===== src/rtl/mmio_uart_pkg.sv =====
// Shared register map, STATUS bit layout and serializer state encoding for the MMIO UART transmitter.
package mmio_uart_pkg;

   localparam logic [2:0] TXDATA_OFS = 3'd0;
   localparam logic [2:0] STATUS_OFS = 3'd4;

   localparam int ST_FULL      = 0;
   localparam int ST_EMPTY     = 1;
   localparam int ST_BUSY      = 2;
   localparam int ST_OVERFLOW  = 3;
   localparam int ST_COUNT_LSB = 8;

   typedef enum logic [1:0] {
      IDLE  = 2'd0,
      START = 2'd1,
      DATA  = 2'd2,
      STOP  = 2'd3
   } tx_state_e;

endpackage


===== src/rtl/mmio_uart_tx_if.sv =====
// Core data-bus view of the UART: address/strobe/store data in, combinational hit and load data out.
interface mmio_uart_tx_if;
   logic [31:0] bus_address;
   logic [31:0] bus_write_data;
   logic [3:0]  bus_byte_enable;
   logic        bus_write_enable;
   logic        bus_read_enable;
   logic [31:0] bus_read_data;
   logic        hit;

   modport master (
      output bus_address, bus_write_data, bus_byte_enable, bus_write_enable, bus_read_enable,
      input  bus_read_data, hit
   );

   modport slave (
      input  bus_address, bus_write_data, bus_byte_enable, bus_write_enable, bus_read_enable,
      output bus_read_data, hit
   );
endinterface


===== src/rtl/uart_tx_fifo.sv =====
// Byte FIFO; head visible combinationally on dout, push/pop take effect at the edge.
// A push into a full FIFO is accepted only when a pop frees the head slot in the same cycle.
module uart_tx_fifo #(
   parameter int DEPTH = 8,
   parameter int AW    = 3
) (
   input  logic          clock,
   input  logic          reset,
   input  logic          push,
   input  logic          pop,
   input  logic [7:0]    din,
   output logic [7:0]    dout,
   output logic [AW:0]   count,
   output logic          full,
   output logic          empty
);
   logic [7:0]    mem [DEPTH];
   logic [AW-1:0] wr_ptr;
   logic [AW-1:0] rd_ptr;
   logic          do_push;
   logic          do_pop;

   assign empty   = (count == '0);
   assign full    = (count == (AW+1)'(DEPTH));
   assign do_pop  = pop & ~empty;
   assign do_push = push & (~full | do_pop);
   assign dout    = mem[rd_ptr];

   always_ff @(posedge clock) begin
      if (do_push) mem[wr_ptr] <= din;
   end

   always_ff @(posedge clock) begin
      if (reset) begin
         wr_ptr <= '0;
         rd_ptr <= '0;
         count  <= '0;
      end else begin
         if (do_push) wr_ptr <= wr_ptr + 1'b1;
         if (do_pop)  rd_ptr <= rd_ptr + 1'b1;
         case ({do_push, do_pop})
            2'b10:   count <= count + 1'b1;
            2'b01:   count <= count - 1'b1;
            default: count <= count;
         endcase
      end
   end
endmodule


===== src/rtl/mmio_uart_tx.sv =====
// Memory-mapped 8N1 UART transmitter: TXDATA writes queue bytes, STATUS reads return same cycle.
// First start bit appears two cycles after the write; writes to a full FIFO are dropped and flagged.
module mmio_uart_tx
   import mmio_uart_pkg::*;
#(
   parameter logic [31:0] BASE_ADDR    = 32'h1100_0000,
   parameter int          CLKS_PER_BIT = 16,
   parameter int          FIFO_DEPTH   = 8,
   parameter int          FIFO_AW      = 3
) (
   input  logic           clock,
   input  logic           reset,
   mmio_uart_tx_if.slave  bus,
   output logic           tx_out
);
   localparam int BW = ($clog2(CLKS_PER_BIT) > 1) ? $clog2(CLKS_PER_BIT) : 1;

   logic             win;
   logic             sel_status;
   logic             sel_txdata;
   logic             wr_txdata;
   logic             wr_status;
   logic             overflow;
   logic             ovf_set;
   logic [31:0]      status;
   logic [FIFO_AW:0] fifo_count;
   logic [7:0]       fifo_dout;
   logic             fifo_full;
   logic             fifo_empty;
   logic             pop;
   logic             unused_bits;

   tx_state_e        state, state_n;
   logic [BW-1:0]    baud, baud_n;
   logic [2:0]       bit_idx, bit_n;
   logic [7:0]       shift, shift_n;
   logic             tx_n;
   logic             baud_last;

   // Address decode: 8-byte window, bit 2 picks the register, byte offset bits are don't-care.
   assign win        = (bus.bus_address[31:3] == BASE_ADDR[31:3]);
   assign bus.hit    = (bus.bus_read_enable | bus.bus_write_enable) & win;
   assign sel_status = (bus.bus_address[2] == STATUS_OFS[2]);
   assign sel_txdata = (bus.bus_address[2] == TXDATA_OFS[2]);
   assign wr_txdata  = bus.hit & bus.bus_write_enable & bus.bus_byte_enable[0] & sel_txdata;
   assign wr_status  = bus.hit & bus.bus_write_enable & bus.bus_byte_enable[0] & sel_status;
   assign unused_bits = &{1'b0, bus.bus_address[1:0], bus.bus_write_data[31:8],
                          bus.bus_byte_enable[3:1]};

   always_comb begin
      status                          = '0;
      status[ST_FULL]                 = fifo_full;
      status[ST_EMPTY]                = fifo_empty;
      status[ST_BUSY]                 = (state != IDLE);
      status[ST_OVERFLOW]             = overflow;
      status[ST_COUNT_LSB +: 8]       = 8'(fifo_count);
   end

   assign bus.bus_read_data = (bus.hit & sel_status) ? status : 32'h0;

   uart_tx_fifo #(
      .DEPTH (FIFO_DEPTH),
      .AW    (FIFO_AW)
   ) u_fifo (
      .clock (clock),
      .reset (reset),
      .push  (wr_txdata),
      .pop   (pop),
      .din   (bus.bus_write_data[7:0]),
      .dout  (fifo_dout),
      .count (fifo_count),
      .full  (fifo_full),
      .empty (fifo_empty)
   );

   // Set has priority over a simultaneous W1C so a drop is never lost.
   assign ovf_set = wr_txdata & fifo_full & ~pop;

   always_ff @(posedge clock) begin
      if (reset)                                    overflow <= 1'b0;
      else if (ovf_set)                             overflow <= 1'b1;
      else if (wr_status & bus.bus_write_data[3])   overflow <= 1'b0;
   end

   assign baud_last = (baud == BW'(CLKS_PER_BIT - 1));

   always_comb begin
      state_n = state;
      baud_n  = baud;
      bit_n   = bit_idx;
      shift_n = shift;
      pop     = 1'b0;
      case (state)
         IDLE: begin
            if (!fifo_empty) begin
               pop     = 1'b1;
               shift_n = fifo_dout;
               baud_n  = '0;
               bit_n   = '0;
               state_n = START;
            end
         end
         START: begin
            baud_n = baud + 1'b1;
            if (baud_last) begin
               baud_n  = '0;
               state_n = DATA;
            end
         end
         DATA: begin
            baud_n = baud + 1'b1;
            if (baud_last) begin
               baud_n  = '0;
               shift_n = {1'b0, shift[7:1]};
               bit_n   = bit_idx + 1'b1;
               if (bit_idx == 3'd7) state_n = STOP;
            end
         end
         STOP: begin
            baud_n = baud + 1'b1;
            if (baud_last) begin
               baud_n  = '0;
               state_n = IDLE;
            end
         end
         default: state_n = IDLE;
      endcase

      // Line level is derived from the next state so tx_out can be a plain flop.
      tx_n = 1'b1;
      if (state_n == START)     tx_n = 1'b0;
      else if (state_n == DATA) tx_n = shift_n[0];
   end

   always_ff @(posedge clock) begin
      if (reset) begin
         state   <= IDLE;
         baud    <= '0;
         bit_idx <= '0;
         shift   <= '0;
         tx_out  <= 1'b1;
      end else begin
         state   <= state_n;
         baud    <= baud_n;
         bit_idx <= bit_n;
         shift   <= shift_n;
         tx_out  <= tx_n;
      end
   end
endmodule


===== src/flat_wrapper.sv =====
// flat-port wrapper written by rule: the top's interface ports become plain ports
module mmio_uart_tx_flat import mmio_uart_pkg::*;
#(
   parameter logic [31:0] BASE_ADDR    = 32'h1100_0000,
   parameter int          CLKS_PER_BIT = 16,
   parameter int          FIFO_DEPTH   = 8,
   parameter int          FIFO_AW      = 3
)
  (clock, reset, tx_out, bus_bus_address, bus_bus_write_data, bus_bus_byte_enable, bus_bus_write_enable, bus_bus_read_enable, bus_bus_read_data, bus_hit);
  mmio_uart_tx_if bus_i ();
  input  logic clock;
  input  logic reset;
  output logic tx_out;
  input wire logic [$bits(bus_i.bus_address)-1:0] bus_bus_address;
  input wire logic [$bits(bus_i.bus_write_data)-1:0] bus_bus_write_data;
  input wire logic [$bits(bus_i.bus_byte_enable)-1:0] bus_bus_byte_enable;
  input wire logic [$bits(bus_i.bus_write_enable)-1:0] bus_bus_write_enable;
  input wire logic [$bits(bus_i.bus_read_enable)-1:0] bus_bus_read_enable;
  output wire logic [$bits(bus_i.bus_read_data)-1:0] bus_bus_read_data;
  output wire logic [$bits(bus_i.hit)-1:0] bus_hit;
  assign bus_i.bus_address = bus_bus_address;
  assign bus_i.bus_write_data = bus_bus_write_data;
  assign bus_i.bus_byte_enable = bus_bus_byte_enable;
  assign bus_i.bus_write_enable = bus_bus_write_enable;
  assign bus_i.bus_read_enable = bus_bus_read_enable;
  assign bus_bus_read_data = bus_i.bus_read_data;
  assign bus_hit = bus_i.hit;
  mmio_uart_tx #(.BASE_ADDR(BASE_ADDR), .CLKS_PER_BIT(CLKS_PER_BIT), .FIFO_DEPTH(FIFO_DEPTH), .FIFO_AW(FIFO_AW)) u_core (.clock(clock), .reset(reset), .bus(bus_i), .tx_out(tx_out));
endmodule

===== config.mk =====
export PLATFORM = sky130hd
export DESIGN_NAME = mmio_uart_tx_flat
export DESIGN_NICKNAME = d
export VERILOG_FILES = /design/src/rtl/mmio_uart_pkg.sv /design/src/rtl/mmio_uart_tx_if.sv /design/src/rtl/uart_tx_fifo.sv /design/src/rtl/mmio_uart_tx.sv /design/src/flat_wrapper.sv
export SDC_FILE = /design/constraint.sdc
export NUM_CORES = 1
export LEC_CHECK = 0
export BUFFER_PORTS_ARGS = -buffer_cell sky130_fd_sc_hd__buf_2
export CORE_MARGIN = 2
export CORE_UTILIZATION = 30
export DETAILED_ROUTE_END_ITERATION = 7
export REMOVE_ABC_BUFFERS = 1
export SKIP_LAST_GASP = 1
export SLEW_MARGIN = 20
export SYNTH_ARGS = -nofsm -noshare
export SYNTH_HDL_FRONTEND = slang
export SYNTH_SLANG_ARGS = --single-unit

===== constraint.sdc =====
create_clock -name clock -period 3.7 [get_ports clock]
set_clock_uncertainty 0.15 [all_clocks]
set_input_delay 0.185 -clock clock [delete_from_list [all_inputs] [get_ports clock]]
set_output_delay 0.185 -clock clock [all_outputs]
set_load 0.02 [all_outputs]

==> results by group <==
Route
  – Drt initial violations: 182
  – DRC errors left: 0
  – Vias: 2812
  – Routed wire length: 8780 um
  – Post-detailed-route via-to-cell ratio: 4.82
  – DR WL/cell: 15.1 um
  – Antenna-violating nets left: 0
  – Router iterations before antenna repair: 4

Yosys
  – Synth Area in XOR/XNOR: 1.01%
  – Sequential fraction of the synthesis area: 58.9%
  – Ranking of synthesized cells by area: edfxtp_1 44%, dfxtp_1 15%, mux4_2 8.3%, buf_4 4.1%, a21oi_1 2.4%
  – Synth cell count leaders: 64 x edfxtp_1, 32 x dfxtp_1, 24 x buf_4
  – Post-synthesis mux area share: 10.5%
  – Ys flop type: edfxtp_1
  – Cell taking the most area after synthesis: edfxtp_1
  – Yosys warnings: 0
  – Top-count cell post-synth: edfxtp_1
  – Largest family of logic cells by synthesized area: simple AND/OR/NAND/NOR gates
  – Synth cell types: 48
  – Yosys reg bits: 96
  – Syn Inst Count: 328
  – Synth Area in Adders: 2.30%
  – Top cell type's share of synthesized area: 44.2%
  – Synthesized area: 4350 sq um
  – Ys async rst share: 0%
  – Compound-Gate Fraction of Synth Area: 7.85%
  – Synth Area in Simple Gates: 13.2%
  – Count of flip-flops with a built-in enable after synthesis: 64
  – Syn avg cell area: 13.3 sq um

Final layout
  – Ant diodes: 0
  – Non-filler cells, final: 583
  – Fillers: 1371
  – Final Cell Area: 5170 sq um
  – Fin nets: 474
  – Share of layout cells above drive strength 1: 27.8%
  – Synth-to-layout area growth: 18.7%
  – Sequential Area: 2560 sq um
  – Area occupied by multi-input gates: 1600 sq um
  – Final core occ: 36.0%

Clocking
  – Clock transition at path regs: 0.07 ns
  – Setup Buffers After CTS: 0
  – Root Buffer: clkbuf_16
  – CTS tree: done
  – Clock buffer count from CTS: 9
  – Clk sinks: 96
  – Worst skew pair latency: 0.34 ns
  – H-Tree Depth: 3
  – Clk buf depth: 2

Setup path
  – R2r startpoint: u_core.u_fifo.count[0]
  – CP endpoint: u_core.u_fifo.count[2]
  – Worst reg-to-reg path cell count: 11
  – Critical path's slowest cell: nor4_1
  – Critical path type: register to register
  – Crit path max fanout: 10
  – R2R Path End: u_core.u_fifo.count[2]
  – Buf+Inv Stages, Crit Path: 1
  – CP Depth: 11
  – Crit path launch type: register
  – CP Cell Sequence: or4b_1 > o211ai_1 > nor4_1 > inv_1 > ha_1 > xor2_1 > ha_1 > a21oi_1 > xor2_1 > or3_1 > a21oi_1
  – Critical path origin: u_core.u_fifo.count[0]
  – CP delay by family, top: simple AND/OR/NAND/NOR gates
  – WP data required: 3.82 ns
  – Flop-to-flop setup slack: 0.55 ns
  – Worst Setup End Kind: register
  – CP peak stage delay: 0.54 ns
  – CP Data Arrival Time: 3.27 ns

Pwr
  – VDD IR-drop max: 0.000211 V
  – Power Density: 419 nW/um^2
  – Leakage Power: 1.87 nW
  – Power, Total: 2.16 mW

Min path
  – Hold crit path type: input port to register
  – Hold Path Depth: 4

STA
  – Min Clock Period, post-route: 3.15 ns
  – Final setup violation count: 0
  – RSZ-0062 raised after global routing: false
  – Worst-Margin Slew: 0.791 ns
  – Fmax: 317 MHz
  – Fin crit share: 85.2%
  – Final hold vios: 0
  – Post-route setup TNS: 0 ns
  – Max Slew Vio Count: 0
  – WHS: 0.0308 ns
  – Final WS setup: 0.549 ns
  – Slew headroom: 46.8%

Die
  – Initial Util: 30.3%
  – Die extent in x: 124 um
  – Core Footprint: 14400 sq um
  – Chip height: 124 um
  – Die ar.: 15500 sq um
  – Io pins: 106
  – FP Rows: 44

Place
  – Place WS: 0.454 ns
  – Routability cong.: 0.755
  – DP Cell Count: 559
  – Area after DPL: 4780 sq um
  – Post-DP HPWL: 5900 um
  – Port Buffers: 52

Job
  – Max cap viols: 0

Global route
  – Total congestion overflow: 0
  – Pin count of the biggest net entering global routing: 35
  – Vias in the first global route: 2775
  – First-pass GRT wire length: 14000 um
  – Initial antenna violation count: 0
  – Tot GR Track Use: 11.4%

Status
  – Status: complete, no violations
-- how the worst min path moves through the flow --
| stage | startpoint | end |
|---|---|---|
| final | bus_bus_address[2] | u_core.overflow |
| after global routing | bus_bus_address[2] | u_core.overflow |
| after CTS | bus_bus_address[2] | u_core.overflow |
| after detailed placement | u_core.bit_idx[2] | u_core.bit_idx[2] |
| after global placement | u_core.bit_idx[2] | u_core.bit_idx[2] |
| after floorplan | reset | u_core.baud[1] |
-- metal layers --
| layer | up-vias | share of wire, % | track usage [%] |
|---|---|---|---|
| li1 | 1338 | - | - |
| met1 | 1391 | 45 | 14.0 |
| met2 | 73 | 50 | 19.4 |
| met3 | 10 | 3.9 | 2.58 |
| met4 | 0 | 1.3 | 4.36 |
| met5 | - | 0 | 0 |
-- sequential cells by signal, summed over array words and instances, names as in the netlist, named ones only --
register and flops:
u_core.tx_out 1, u_core.baud 4, u_core.u_fifo.rd_ptr 3, u_core.bit_idx 3, u_core.overflow 1, u_core.u_fifo.wr_ptr 3, u_core.shift 8, u_core.state 2
u_core.u_fifo.count 4, u_core.u_fifo.mem 64
-- kinds of logic after synthesis --
family	after synthesis
xor+xnor	5
buf+inv	47
compound gates	51
mux	25
other cells	1
flops	96
fa+ha+maj	8
simple gates	95
-- layout by cell type, fill, tap and decap left out, types with 4 or more instances in the layout --
cell type | Yosys | final
mux2_2 | 4 | 4
and2_1 | 9 | 9
buf_2 | 5 | 52
a22oi_1 | 6 | 6
inv_6 | 0 | 5
conb_1 | 1 | 24
ha_1 | 8 | 8
o21ai_0 | 6 | 6
a211oi_1 | 5 | 5
dlygate4sd3_1 | 0 | 8
mux4_2 | 16 | 16
edfxtp_1 | 64 | 64
inv_1 | 5 | 5
nor2_1 | 17 | 17
a32oi_1 | 6 | 6
mux2i_1 | 5 | 5
buf_4 | 24 | 14
a21oi_1 | 21 | 21
nand2_1 | 14 | 14
nor4_1 | 10 | 10
dfxtp_1 | 32 | 32
xor2_1 | 4 | 4
nand2b_1 | 5 | 5
clkbuf_16 | 0 | 9
nor3_1 | 9 | 9
-- worst register-to-register path, stage by stage, from the launching register on --
cell      delay, ns
dfxtp_1        0.53
or4b_1         0.26
o211ai_1       0.11
nor4_1         0.54
inv_1          0.15
ha_1           0.30
xor2_1         0.16
ha_1           0.19
a21oi_1        0.15
xor2_1         0.09
or3_1          0.30
a21oi_1        0.14
-- power breakdown --
| group | internal [mW] | switching (mW) |
|---|---|---|
| sequential | 1.14 | 0.00000000120 |
| clock | 0.536 | 0.415 |
| combinational | 0.0251 | 0.0482 |
| total | 1.70 | 0.463 |
-- repair_timing --
item / in CTS / in global routing
hold buffers: 8 / 0
gates resized for setup: 0 / 0
endpoints found under the hold margin: 58 / 0
-- area by class of cell --
type,count,share of cell area (%)
repair buffers,74,8.62
flip-flops and latches,96,49.6
clock buffers,9,4.36
clock inverters,7,1.57
inverters,5,0.363
well taps,184,4.46
multi-input cells,208,31.0
No activity file was read; power rests on OpenSTA's default activity.
